==> src/rtl/alu_share_arbiter.sv <==
// alu_share_arbiter
// Round-robin arbiter and sequencer sharing one combinational ALU between two
// requesters. One transaction is in flight at a time: IDLE grants and
// registers the operands, EXEC lets the ALU settle and captures the result,
// and RESP holds the tagged response until the consumer takes it.
module alu_share_arbiter #(
    parameter int DATA_W = 4,
    parameter int OP_W   = 2,
    parameter int CNT_W  = 8
) (
    input  logic              clk,
    input  logic              rst_n,
    input  logic              req0_valid,
    output logic              req0_ready,
    input  logic [OP_W-1:0]   req0_op,
    input  logic [DATA_W-1:0] req0_a,
    input  logic [DATA_W-1:0] req0_b,
    input  logic              req1_valid,
    output logic              req1_ready,
    input  logic [OP_W-1:0]   req1_op,
    input  logic [DATA_W-1:0] req1_a,
    input  logic [DATA_W-1:0] req1_b,
    output logic [DATA_W-1:0] alu_a,
    output logic [DATA_W-1:0] alu_b,
    output logic [OP_W-1:0]   alu_sel,
    input  logic [DATA_W-1:0] alu_result,
    input  logic              alu_cout,
    output logic              rsp_valid,
    input  logic              rsp_ready,
    output logic [DATA_W-1:0] rsp_result,
    output logic              rsp_cout,
    output logic              rsp_id,
    output logic [CNT_W-1:0]  op_count
);

    // ADD is the all-ones opcode; it is the only op whose carry is returned
    localparam logic [OP_W-1:0]  OP_ADD  = {OP_W{1'b1}};
    localparam logic [CNT_W-1:0] CNT_MAX = {CNT_W{1'b1}};

    typedef enum logic [1:0] {
        IDLE = 2'd0,
        EXEC = 2'd1,
        RESP = 2'd2
    } state_t;

    state_t r_state;
    state_t w_state_nxt;

    // r_prio names the requester that wins a tie (0 after reset)
    logic r_prio;
    logic w_win_id;
    logic w_grant;
    logic w_rsp_fire;

    // Winner selection: a lone requester always wins, a tie goes to r_prio
    always_comb begin
        w_win_id = 1'b0;
        if (req0_valid && req1_valid) begin
            w_win_id = r_prio;
        end else if (req1_valid) begin
            w_win_id = 1'b1;
        end
    end

    // Next-state and handshake outputs; readys are masked while in reset
    always_comb begin
        w_state_nxt = r_state;
        w_grant     = 1'b0;
        w_rsp_fire  = 1'b0;
        req0_ready  = 1'b0;
        req1_ready  = 1'b0;
        rsp_valid   = 1'b0;
        case (r_state)
            IDLE: begin
                if (rst_n && (req0_valid || req1_valid)) begin
                    w_grant     = 1'b1;
                    req0_ready  = ~w_win_id;
                    req1_ready  = w_win_id;
                    w_state_nxt = EXEC;
                end
            end
            EXEC: begin
                w_state_nxt = RESP;
            end
            RESP: begin
                rsp_valid = 1'b1;
                if (rsp_ready) begin
                    w_rsp_fire  = 1'b1;
                    w_state_nxt = IDLE;
                end
            end
            default: begin
                w_state_nxt = IDLE;
            end
        endcase
    end

    // State register
    always_ff @(posedge clk or negedge rst_n) begin
        if (!rst_n) begin
            r_state <= IDLE;
        end else begin
            r_state <= w_state_nxt;
        end
    end

    // Operand/opcode registers feeding the shared ALU, loaded on grant
    always_ff @(posedge clk or negedge rst_n) begin
        if (!rst_n) begin
            alu_a   <= '0;
            alu_b   <= '0;
            alu_sel <= '0;
            rsp_id  <= 1'b0;
        end else if (w_grant) begin
            alu_a   <= w_win_id ? req1_a  : req0_a;
            alu_b   <= w_win_id ? req1_b  : req0_b;
            alu_sel <= w_win_id ? req1_op : req0_op;
            rsp_id  <= w_win_id;
        end
    end

    // Result capture at the end of EXEC; carry only survives for ADD
    always_ff @(posedge clk or negedge rst_n) begin
        if (!rst_n) begin
            rsp_result <= '0;
            rsp_cout   <= 1'b0;
        end else if (r_state == EXEC) begin
            rsp_result <= alu_result;
            rsp_cout   <= (alu_sel == OP_ADD) ? alu_cout : 1'b0;
        end
    end

    // Completion bookkeeping: saturating count and round-robin pointer flip
    always_ff @(posedge clk or negedge rst_n) begin
        if (!rst_n) begin
            op_count <= '0;
            r_prio   <= 1'b0;
        end else if (w_rsp_fire) begin
            if (op_count != CNT_MAX) begin
                op_count <= op_count + CNT_W'(1);
            end
            r_prio <= ~rsp_id;
        end
    end

endmodule

==> config.mk <==
export PLATFORM = sky130hd
export DESIGN_NAME = alu_share_arbiter
export DESIGN_NICKNAME = d
export VERILOG_FILES = /design/src/rtl/alu_share_arbiter.sv
export SDC_FILE = /design/constraint.sdc
export NUM_CORES = 1
export LEC_CHECK = 0
export ABC_AREA = 1
export BUFFER_PORTS_ARGS = -buffer_cell sky130_fd_sc_hd__buf_4
export CAP_MARGIN = 20
export CORE_UTILIZATION = 50
export CTS_CLUSTER_DIAMETER = 200
export CTS_CLUSTER_SIZE = 40
export DETAILED_ROUTE_END_ITERATION = 10
export PLACE_DENSITY = 0.9
export SYNTH_ARGS = -nofsm -noshare
export SYNTH_HDL_FRONTEND = slang
export SYNTH_SLANG_ARGS = --single-unit
==> constraint.sdc <==
create_clock -name clk -period 2.8 [get_ports clk]
set_input_delay 0.28 -clock clk [delete_from_list [all_inputs] [get_ports clk]]
set_output_delay 0.28 -clock clk [all_outputs]
set_load 0.02 [all_outputs]
After elaboration in Yosys (flattened, before gate mapping)
Cells that the tools add are included.
Widths: inputs -> output; s select.
{"block": "word_totals", "ff_bits": 27, "inputBits": 30, "out_inout_bits": 27, "word_cells": 42}
{"block": "classes", "add_sub_neg": 1, "n_eq_ne": 6, "n_mux": 18, "bitwise_logic": 2, "n_reduce_logical": 6}
{"cell": "$mux 1", "count": 12}
{"cell": "$add 8x1->8 const B", "count": 1}
{"cell": "$mux 4", "count": 2}
{"cell": "$ne 8x8->1 const B", "count": 1}
{"cell": "$mux 2", "count": 3}
{"cell": "$pmux 2 s3", "count": 1}
{"cell": "$eq 2x2->1 const B", "count": 2}
{"cell": "$ne 2x2->1 const B", "count": 2}
{"cell": "$reduce_and 2->1", "count": 2}
{"cell": "$eq 2x1->1 const B", "count": 1}
{"cell": "$logic_and 1x1->1", "count": 2}
{"cell": "$logic_not 2->1", "count": 1}
{"cell": "$not 1->1", "count": 2}
{"cell": "$logic_or 1x1->1", "count": 1}

Longest topological paths before layout
Gate-level depths: netlist of the first run.
{"block": "depth", "depth_word": 5, "depth_mapped": 9, "mapped_depth_nobuf": 8}

Worst setup path after synthesis of the first run
OpenSTA, ideal clock, no wires.
{"block": "synth_path", "path_kind": "register -> output", "from": "reg r_state[0]", "to": "out req0_ready", "t_arrival_ns": 1.144, "required_time_ns": 2.520, "setup_slack_ns": 1.376, "stages_incl_launch_ff": 7, "path_cell_list": "dfrtp_1 -> inv_1 -> nand2_1 -> nor2_2 -> inv_2 -> buf_6 -> nor2_1"}
{"block": "synth_via", "elab_chain_cells": 2}
{"item": "start: declaration", "line_no": "46", "rtl": "state_t r_state;"}
{"item": "start signal: assignment", "line_no": "103", "rtl": "r_state <= w_state_nxt;"}
{"item": "$logic_not 2->1", "line_no": "73", "rtl": "case (r_state)"}
{"item": "$mux 1", "line_no": "73"}
{"item": "end: declaration", "line_no": "14", "rtl": "output logic req0_ready,"}
No other way between the ends.

Worst setup path in the final report of the first run
{"block": "layout_path", "from": "in rst_n", "to": "out req0_ready"}
{"block": "layout_via", "elab_chain_cells": 3}
{"item": "start: declaration", "line_no": "12", "rtl": "input logic rst_n,"}
{"item": "$logic_and 1x1->1", "line_no": "75", "rtl": "if (rst_n && (req0_valid || req1_valid)) begin"}
{"item": "$mux 1", "line_no": "75"}
{"item": "$mux 1", "line_no": "73"}
No other way between the ends.

==> impl_summary.log, run 1 <==
INFO  metric status = finished, final reports clean
INFO  metric avgRoutedWirePerCell = 10.8 um
INFO  metric syn_avg_cell_area = 7.34 um2
INFO  metric yosys.cell_count.top_type = sky130_fd_sc_hd__nand2_1
INFO  metric tightestPinTransition = 488 ps
INFO  metric hold_slack = 142 ps
INFO  metric finalWorstPathRequiredPeriod = around 2500 ps
INFO  metric floorplan.io_pins = 57
INFO  metric floorplan.die_area = 2930 um2
INFO  metric clk_latency = roughly 320 ps
INFO  metric synthesis.yosys.warnings = 0
INFO  metric timing.critical_path.max_delay_family = buffers and inverters
INFO  metric numClockSinks = 27
INFO  metric worst_ep_required_time = 2520 ps
INFO  metric synth_seq_cells = 27
INFO  metric final_skew = 7.70 ps
INFO  metric power.density = around 820 nW/um2
INFO  metric cts_setup_buffers = 0
INFO  metric finalHoldViolCount = 0
INFO  metric area_growth_syn_to_layout = 34.2%
INFO  metric global_route_wire_length_before_repair = 4.83 mm
INFO  metric crit_buf_inv = 4
INFO  metric net_switching_power_figure = between 600 and 700 uW
INFO  metric unrepaired_setup_endpoints_after_global_routing = false
INFO  metric floorplan.initialDensity = 53.9%
INFO  metric cts.hold.buffers_added = 1
INFO  metric cts.clk_slew.worst_paths = 150 ps
INFO  metric cp_common_cell = sky130_fd_sc_hd__buf_4
INFO  metric timing.critical_path.cells = dlygate4sd3_1, buf_4, o21ai_0, nor2_2, inv_2, nor2_1, buf_4
INFO  metric post-route-drc-count = 0
INFO  metric postLayoutSetupSlackWorst = 296 ps
INFO  metric netlist-cell-type-count = 19
INFO  metric track_usage = 23.6%
INFO  metric drv_slew = 0
INFO  metric max-vdd-ir-drop = ~0.6 mV
INFO  metric min_path_type = primary input to register
INFO  metric post_synth_inst_count = 185
INFO  metric cts_root_buf = sky130_fd_sc_hd__clkbuf_4
INFO  metric comb_power_share = 45.6%
INFO  metric global_route_total_overflow = 0
INFO  metric drt-pass1-iter-count = 4
INFO  metric worst_setup_path_end_kind = output pin
INFO  metric synth_top_area_share = between 40% and 50%
INFO  metric worst_ep_arrival_time = 2220 ps
INFO  metric floorplan.rows = 18
INFO  metric die_w = 54.1 um
INFO  metric antennaDiodeCount = 0
INFO  metric gp_congestion = about 0.75
INFO  metric final-setup-viol-count = 0
INFO  metric dr.first_iter.drc_count = 17
INFO  metric slowest_stage = sky130_fd_sc_hd__dlygate4sd3_1
INFO  metric yosys-top-cells-area = sky130_fd_sc_hd__dfrtp_1 (50%), sky130_fd_sc_hd__nand2_1 (30%), sky130_fd_sc_hd__inv_1 (3.6%), sky130_fd_sc_hd__nor2_1 (2.5%), sky130_fd_sc_hd__nand3_1 (1.8%)
INFO  metric fin_tns_setup = 0 ps
INFO  metric slew-limit-headroom = 67.4%
INFO  metric leakage = between 0.001 and 0.0015 uW
INFO  metric netSwitchingFraction = between 40% and 50%
INFO  metric sequentialPowerShare = between 40% and 50%
INFO  metric place.port_buffers = 56
INFO  metric syn-cell-area = approximately 1400 um2
INFO  metric design.final.nets = 274
INFO  metric wirelength = between 2 and 3 mm
INFO  metric ratio_of_routed_vias_to_standard_cells = between 4 and 5
INFO  metric n_fill_cell = 203
INFO  metric synth_edf_count = 0
INFO  metric grt_antenna_before_repair = 0
INFO  metric route.vias.total = 1302
INFO  metric cts_resized = 0
INFO  metric ant_nets = 0
INFO  metric critical_path_s_largest_stage_delay = 520 ps
INFO  metric seq_area_frac_synth = between 40% and 50%
INFO  metric tritoncts = built
INFO  metric final_layout_size_suffix_gt1_share = ~29%
INFO  metric pwr-share-clk = 11.1%
INFO  metric setup.worst_path.start_class = primary input
INFO  metric die_h = between 50 and 60 um
INFO  metric internal-power = 872 uW
INFO  metric netlist_top_cells_count = sky130_fd_sc_hd__nand2_1 (107), sky130_fd_sc_hd__dfrtp_1 (27), sky130_fd_sc_hd__inv_1 (13)
INFO  metric synth_flop_cell = sky130_fd_sc_hd__dfrtp_1
INFO  metric number_of_global_route_vias_before_repair = 1186
INFO  metric max-clock-path-buffers = 2
INFO  metric postSynth.asyncResetShare = 100%
INFO  metric coreArea = 2520 um2
INFO  metric min_period_over_period = between 80% and 90%
INFO  metric max_cap_viol_count = 0
INFO  metric timing.critical_path.fanout_max = 28
INFO  metric dp.final_hpwl = around 2.3 mm
INFO  metric place_ws = 812 ps
INFO  metric maxClockFrequency = 399 MHz
INFO  metric cts.htree.levels = 1
INFO  metric worstSetupPathType = primary input to output pin
INFO  metric grt_start_max_net_pins = 29
INFO  metric synthDominantAreaCellType = sky130_fd_sc_hd__dfrtp_1
INFO  metric syn-num-nets = 216
INFO  metric cts_inserted_buffers = 3
[per-stage QoR]
stage	instances	instance area, um2	util, %	power (uW)
6_report	272	1820	72.3	1500
5_1_grt	272	1820	72.3	1620
4_1_cts	272	1820	72.3	1520
3_5_place_dp	267	1790	70.8	1350
3_3_place_gp	267	1790	70.8	1330
2_1_floorplan	185	1360	-	1040
[path summary, 6_finish.rpt]
kind                                           start                         to  slack [ps]  depth (start not counted)
min                                    alu_result[2]  rsp_result[2]$_DFFE_PN0N_         140                          3
max in group asynchronous                      rst_n       alu_a[2]$_DFFE_PN0P_        2160                          2
max reg2reg                   r_state[0]$_DFFE_PN0P_       alu_b[1]$_DFFE_PN0P_        1340                          6
min reg2reg                rsp_result[2]$_DFFE_PN0N_  rsp_result[2]$_DFFE_PN0N_         500                          2
min in group asynchronous                      rst_n    op_count[5]$_DFFE_PN0P_         380                          2
max                                            rst_n                 req0_ready         300                          7
[layer usage]
layer  vias to the layer above  track usage, %  wire length [um]
li1                        666               -                 -
met1                       587            28.7              1310
met2                        45            40.2              1460
met3                         4            4.80               144
met4                         0            9.83                40
met5                         -               0                 0
[flip-flops by register name, summed over array words and instances, names as in the netlist]
name,cells
alu_a,4
rsp_id,1
r_state,2
rsp_cout,1
op_count,8
alu_b,4
r_prio,1
alu_sel,2
rsp_result,4
[power groups by stage]
| stage | clock, uW | sequential (uW) | combinational, uW |
|---|---|---|---|
| final | 167 | 652 | 685 |
| after global routing | 188 | 672 | 760 |
| after CTS | 172 | 652 | 691 |
| after detailed placement | 0 | 654 | 692 |
| after global placement | 0 | 658 | 673 |
| after floorplan | 0 | 794 | 245 |
[kinds of logic after synthesis]
family          after synthesis  share of synthesized area [%]
buf+inv                      19                           6.45
xor+xnor                      2                           1.29
fa+ha+maj                     1                          0.921
flops                        27                           49.7
simple gates                130                           39.4
compound gates                6                           2.21
[worst reg2reg max path, stage by stage, from the launching register on]
cell and delay [ps]:
sky130_fd_sc_hd__dfrtp_1 410, sky130_fd_sc_hd__inv_1 110, sky130_fd_sc_hd__nand2_1 80, sky130_fd_sc_hd__nor2_2 410
sky130_fd_sc_hd__inv_2 210, sky130_fd_sc_hd__nand2_1 110, sky130_fd_sc_hd__nand2_1 60
[placed cells by master (no fill, tap or decap), drive strengths merged]
master and count:
nand3b 1, nor2 12, o21ai 5, clkinv 1, inv 15, dlygate4sd3 1
nor3 1, a21oi 1, clkbuf 3, nand2 111, dfrtp 27, nand3 5
xnor2 2, ha 1, buf 56
[cell type report]
| cell class | count | area [um2] | area share, % |
|---|---|---|---|
| clock inverters | 1 | 5.00 | 0.275 |
| flip-flops and latches | 27 | 676 | 37.1 |
| multi-input cells | 139 | 596 | 32.7 |
| repair buffers | 57 | 430 | 23.6 |
| well taps | 30 | 37.5 | 2.06 |
| clock buffers | 3 | 22.5 | 1.24 |
| inverters | 15 | 56.3 | 3.09 |
(Power assumes the default switching activity.)
==> run 2, diff against run 1 <==
==> constraint.sdc (replaced) <==
create_clock -name clk -period 2.8 [get_ports clk]
set_input_delay 0.28 -clock clk [delete_from_list [all_inputs] [get_ports clk]]
set_output_delay 0.28 -clock clk [all_outputs]
set_load 0.05 [all_outputs]
==> run 2 against run 1 <==
  * Sequential power barely moved
  * Via count fell by 2.3%
  * Non-clock buffer count did not move
  * Core utilization rose by 0.30 points
  * Die area did not move
  * Critical endpoint unchanged
  * Largest cell class unchanged
==> impl_summary.log, run 2 (same netlist as run 1, synthesis figures left out) <==
INFO  metric status = finished, final reports clean
INFO  metric floorplan.io_pins = 57
INFO  metric worstSetupPathType = primary input to output pin
INFO  metric n_fill_cell = around 210
INFO  metric drt-pass1-iter-count = 4
INFO  metric route.vias.total = 1272
INFO  metric finalWorstPathRequiredPeriod = 2440 ps
INFO  metric tritoncts = built
INFO  metric global_route_wire_length_before_repair = approximately 4.8 mm
INFO  metric floorplan.die_area = 2930 um2
INFO  metric cts.clk_slew.worst_paths = 160 ps
INFO  metric net_switching_power_figure = 949 uW
INFO  metric die_w = 54.1 um
INFO  metric mostFrequentLayoutCells = sky130_fd_sc_hd__nand2_1 (107), sky130_fd_sc_hd__buf_4 (56), sky130_fd_sc_hd__dfrtp_1 (27), sky130_fd_sc_hd__inv_1 (13), sky130_fd_sc_hd__nor2_1 (9)
INFO  metric largest_reg_flops = 8
INFO  metric slew-limit-headroom = 76.3%
INFO  metric setup.worst_path.start_class = primary input
INFO  metric area_growth_syn_to_layout = 34.7%
INFO  metric gp_congestion = 0.772
INFO  metric drv_slew = 0
INFO  metric tightestPinTransition = 351 ps
INFO  metric finalPower = 1830 uW
INFO  metric timing.critical_path.fanout_max = 28
INFO  metric min_path_type = primary input to register
INFO  metric slowest_stage = sky130_fd_sc_hd__dlygate4sd3_1
INFO  metric netSwitchingFraction = about half
INFO  metric min_period_over_period = 87.2%
INFO  metric ff_latch_area = 676 um2
INFO  metric place_ws = 707 ps
INFO  metric pwr-share-clk = 9.4%
INFO  metric postLayoutSetupSlackWorst = 358 ps
INFO  metric busiest_layer = met2
INFO  metric wirelength = approximately 2.9 mm
INFO  metric multi_input_gate_area = between 600 and 700 um2
INFO  metric power.density = 1000 nW/um2
INFO  metric design.final.nets = 274
INFO  metric dr.first_iter.drc_count = 26
INFO  metric numClockSinks = 27
INFO  metric leakage = 0.00107 uW
INFO  metric coreArea = 2520 um2
INFO  metric regMostFlops = op_count
INFO  metric sequentialPowerShare = 35.6%
INFO  metric final_layout_size_suffix_gt1_share = 28.5%
INFO  metric post-route-drc-count = 0
INFO  metric avgRoutedWirePerCell = 10.6 um
INFO  metric die_h = 54.1 um
INFO  metric dp.final_hpwl = 2.21 mm
INFO  metric clk_latency = 330 ps
INFO  metric critical_path_s_largest_stage_delay = 520 ps
INFO  metric global_route.usage.met1 = 28.9%
INFO  metric cts_root_buf = sky130_fd_sc_hd__clkbuf_4
INFO  metric max-clock-path-buffers = 2
INFO  metric timing.critical_path.cells = dlygate4sd3_1, buf_4, o21ai_0, nor2_4, inv_2, nor2_1, buf_4
INFO  metric post_layout_nonfiller_instances = 272
INFO  metric fin_tns_setup = 0 ps
INFO  metric final_skew = 17.3 ps
INFO  metric worst_ep_arrival_time = between 2000 and 2500 ps
INFO  metric grt_start_max_net_pins = 29
INFO  metric max-vdd-ir-drop = around 0.76 mV
INFO  metric number_of_global_route_vias_before_repair = 1205
INFO  metric worst_ep_required_time = 2520 ps
INFO  metric max_cap_viol_count = 0
INFO  metric cts.htree.levels = 1
INFO  metric final-setup-viol-count = 0
INFO  metric place.port_buffers = 56
INFO  metric most_common_cell_after_layout_fill_and_taps_aside = sky130_fd_sc_hd__nand2_1
INFO  metric antennaDiodeCount = 0
INFO  metric grt_antenna_before_repair = 0
INFO  metric finalHoldViolCount = 0
INFO  metric cp_common_cell = sky130_fd_sc_hd__buf_4
INFO  metric maxClockFrequency = roughly 400 MHz
INFO  metric post_placement_cell_count = 267
INFO  metric floorplan.initialDensity = ~54%
INFO  metric grtUsageMet3 = 4.80%
INFO  metric hold_slack = around 130 ps
INFO  metric grtUsageMet2 = around 39%
INFO  metric floorplan.rows = 18
INFO  metric track_usage = 23.2%
INFO  metric ratio_of_routed_vias_to_standard_cells = 4.68
INFO  metric cts_setup_buffers = 0
INFO  metric global_route_total_overflow = 0
INFO  metric cts_inserted_buffers = 3
INFO  metric ant_nets = 0
INFO  metric worst_setup_path_end_kind = output pin
INFO  metric unrepaired_setup_endpoints_after_global_routing = false
INFO  metric internal-power = 881 uW
INFO  metric comb_power_share = 55.0%
==> run 2: cell types whose count changed in the layout (fill, tap and decap cells not counted) <==
cell	change
sky130_fd_sc_hd__clkinv_2	-1
sky130_fd_sc_hd__clkinvlp_4	+1
sky130_fd_sc_hd__nor2_2	-1
sky130_fd_sc_hd__nor2_4	+1
==> run 2: power groups by stage <==
stage	sequential (uW)	clock (uW)	combinational, uW
6_report	652	172	1010
5_1_grt	672	194	1080
4_1_cts	651	181	1010
3_5_place_dp	654	0	1010
3_3_place_gp	658	0	993
2_1_floorplan	1080	0	263
==> run 2: worst paths after layout <==
check,startpoint,slack [ps],to,cells after the start
setup / recovery,rst_n,360,req0_ready,7
hold reg to reg,rsp_id$_DFFE_PN0P_,490,r_prio$_DFFE_PN0P_,1
setup reg to reg,r_prio$_DFFE_PN0P_,1390,alu_b[2]$_DFFE_PN0P_,8
min in group asynchronous,rst_n,370,r_prio$_DFFE_PN0P_,2
hold / removal,rsp_ready,130,r_state[1]$_DFFE_PN0P_,2
max in group asynchronous,rst_n,2170,alu_b[0]$_DFFE_PN0P_,2
==> run 2: critical path, delay by kind of cell <==
| kind | cells | cell delay [ps] |
|---|---|---|
| buffers and inverters | 4 | 1210 |
| and+or+nand+nor | 2 | 420 |
| AOI/OAI and AO/OA | 1 | 230 |
==> run 2: timing repair <==
action | CTS | global route
endpoints found under the hold margin | 27 | 0
setup endpoints to repair | 0 | 1
gates resized for setup | 0 | 1
hold buffers | 1 | 0
==> run 2: layout make-up <==
class                   count  share of cell area (%)
flip-flops and latches     27                    36.9
multi-input cells         139                    32.8
repair buffers             57                    23.5
inverters                  15                    3.08
well taps                  30                    2.05
clock buffers               3                    1.23
clock inverters             1                   0.410
==> run 2: metal layers <==
metal	up-vias	share of wire, %
li1	667	-
met1	562	46
met2	38	48
met3	5	4.6
met4	0	1.4
met5	-	0
==> run 2: stage by stage <==
| step | cell area [um2] | utilization [%] |
|---|---|---|
| final | 1830 | 72.6 |
| after global routing | 1830 | 72.6 |
| after CTS | 1830 | 72.4 |
| after detailed placement | 1790 | 70.8 |
| after global placement | 1790 | 70.8 |
| after floorplan | 1360 | - |
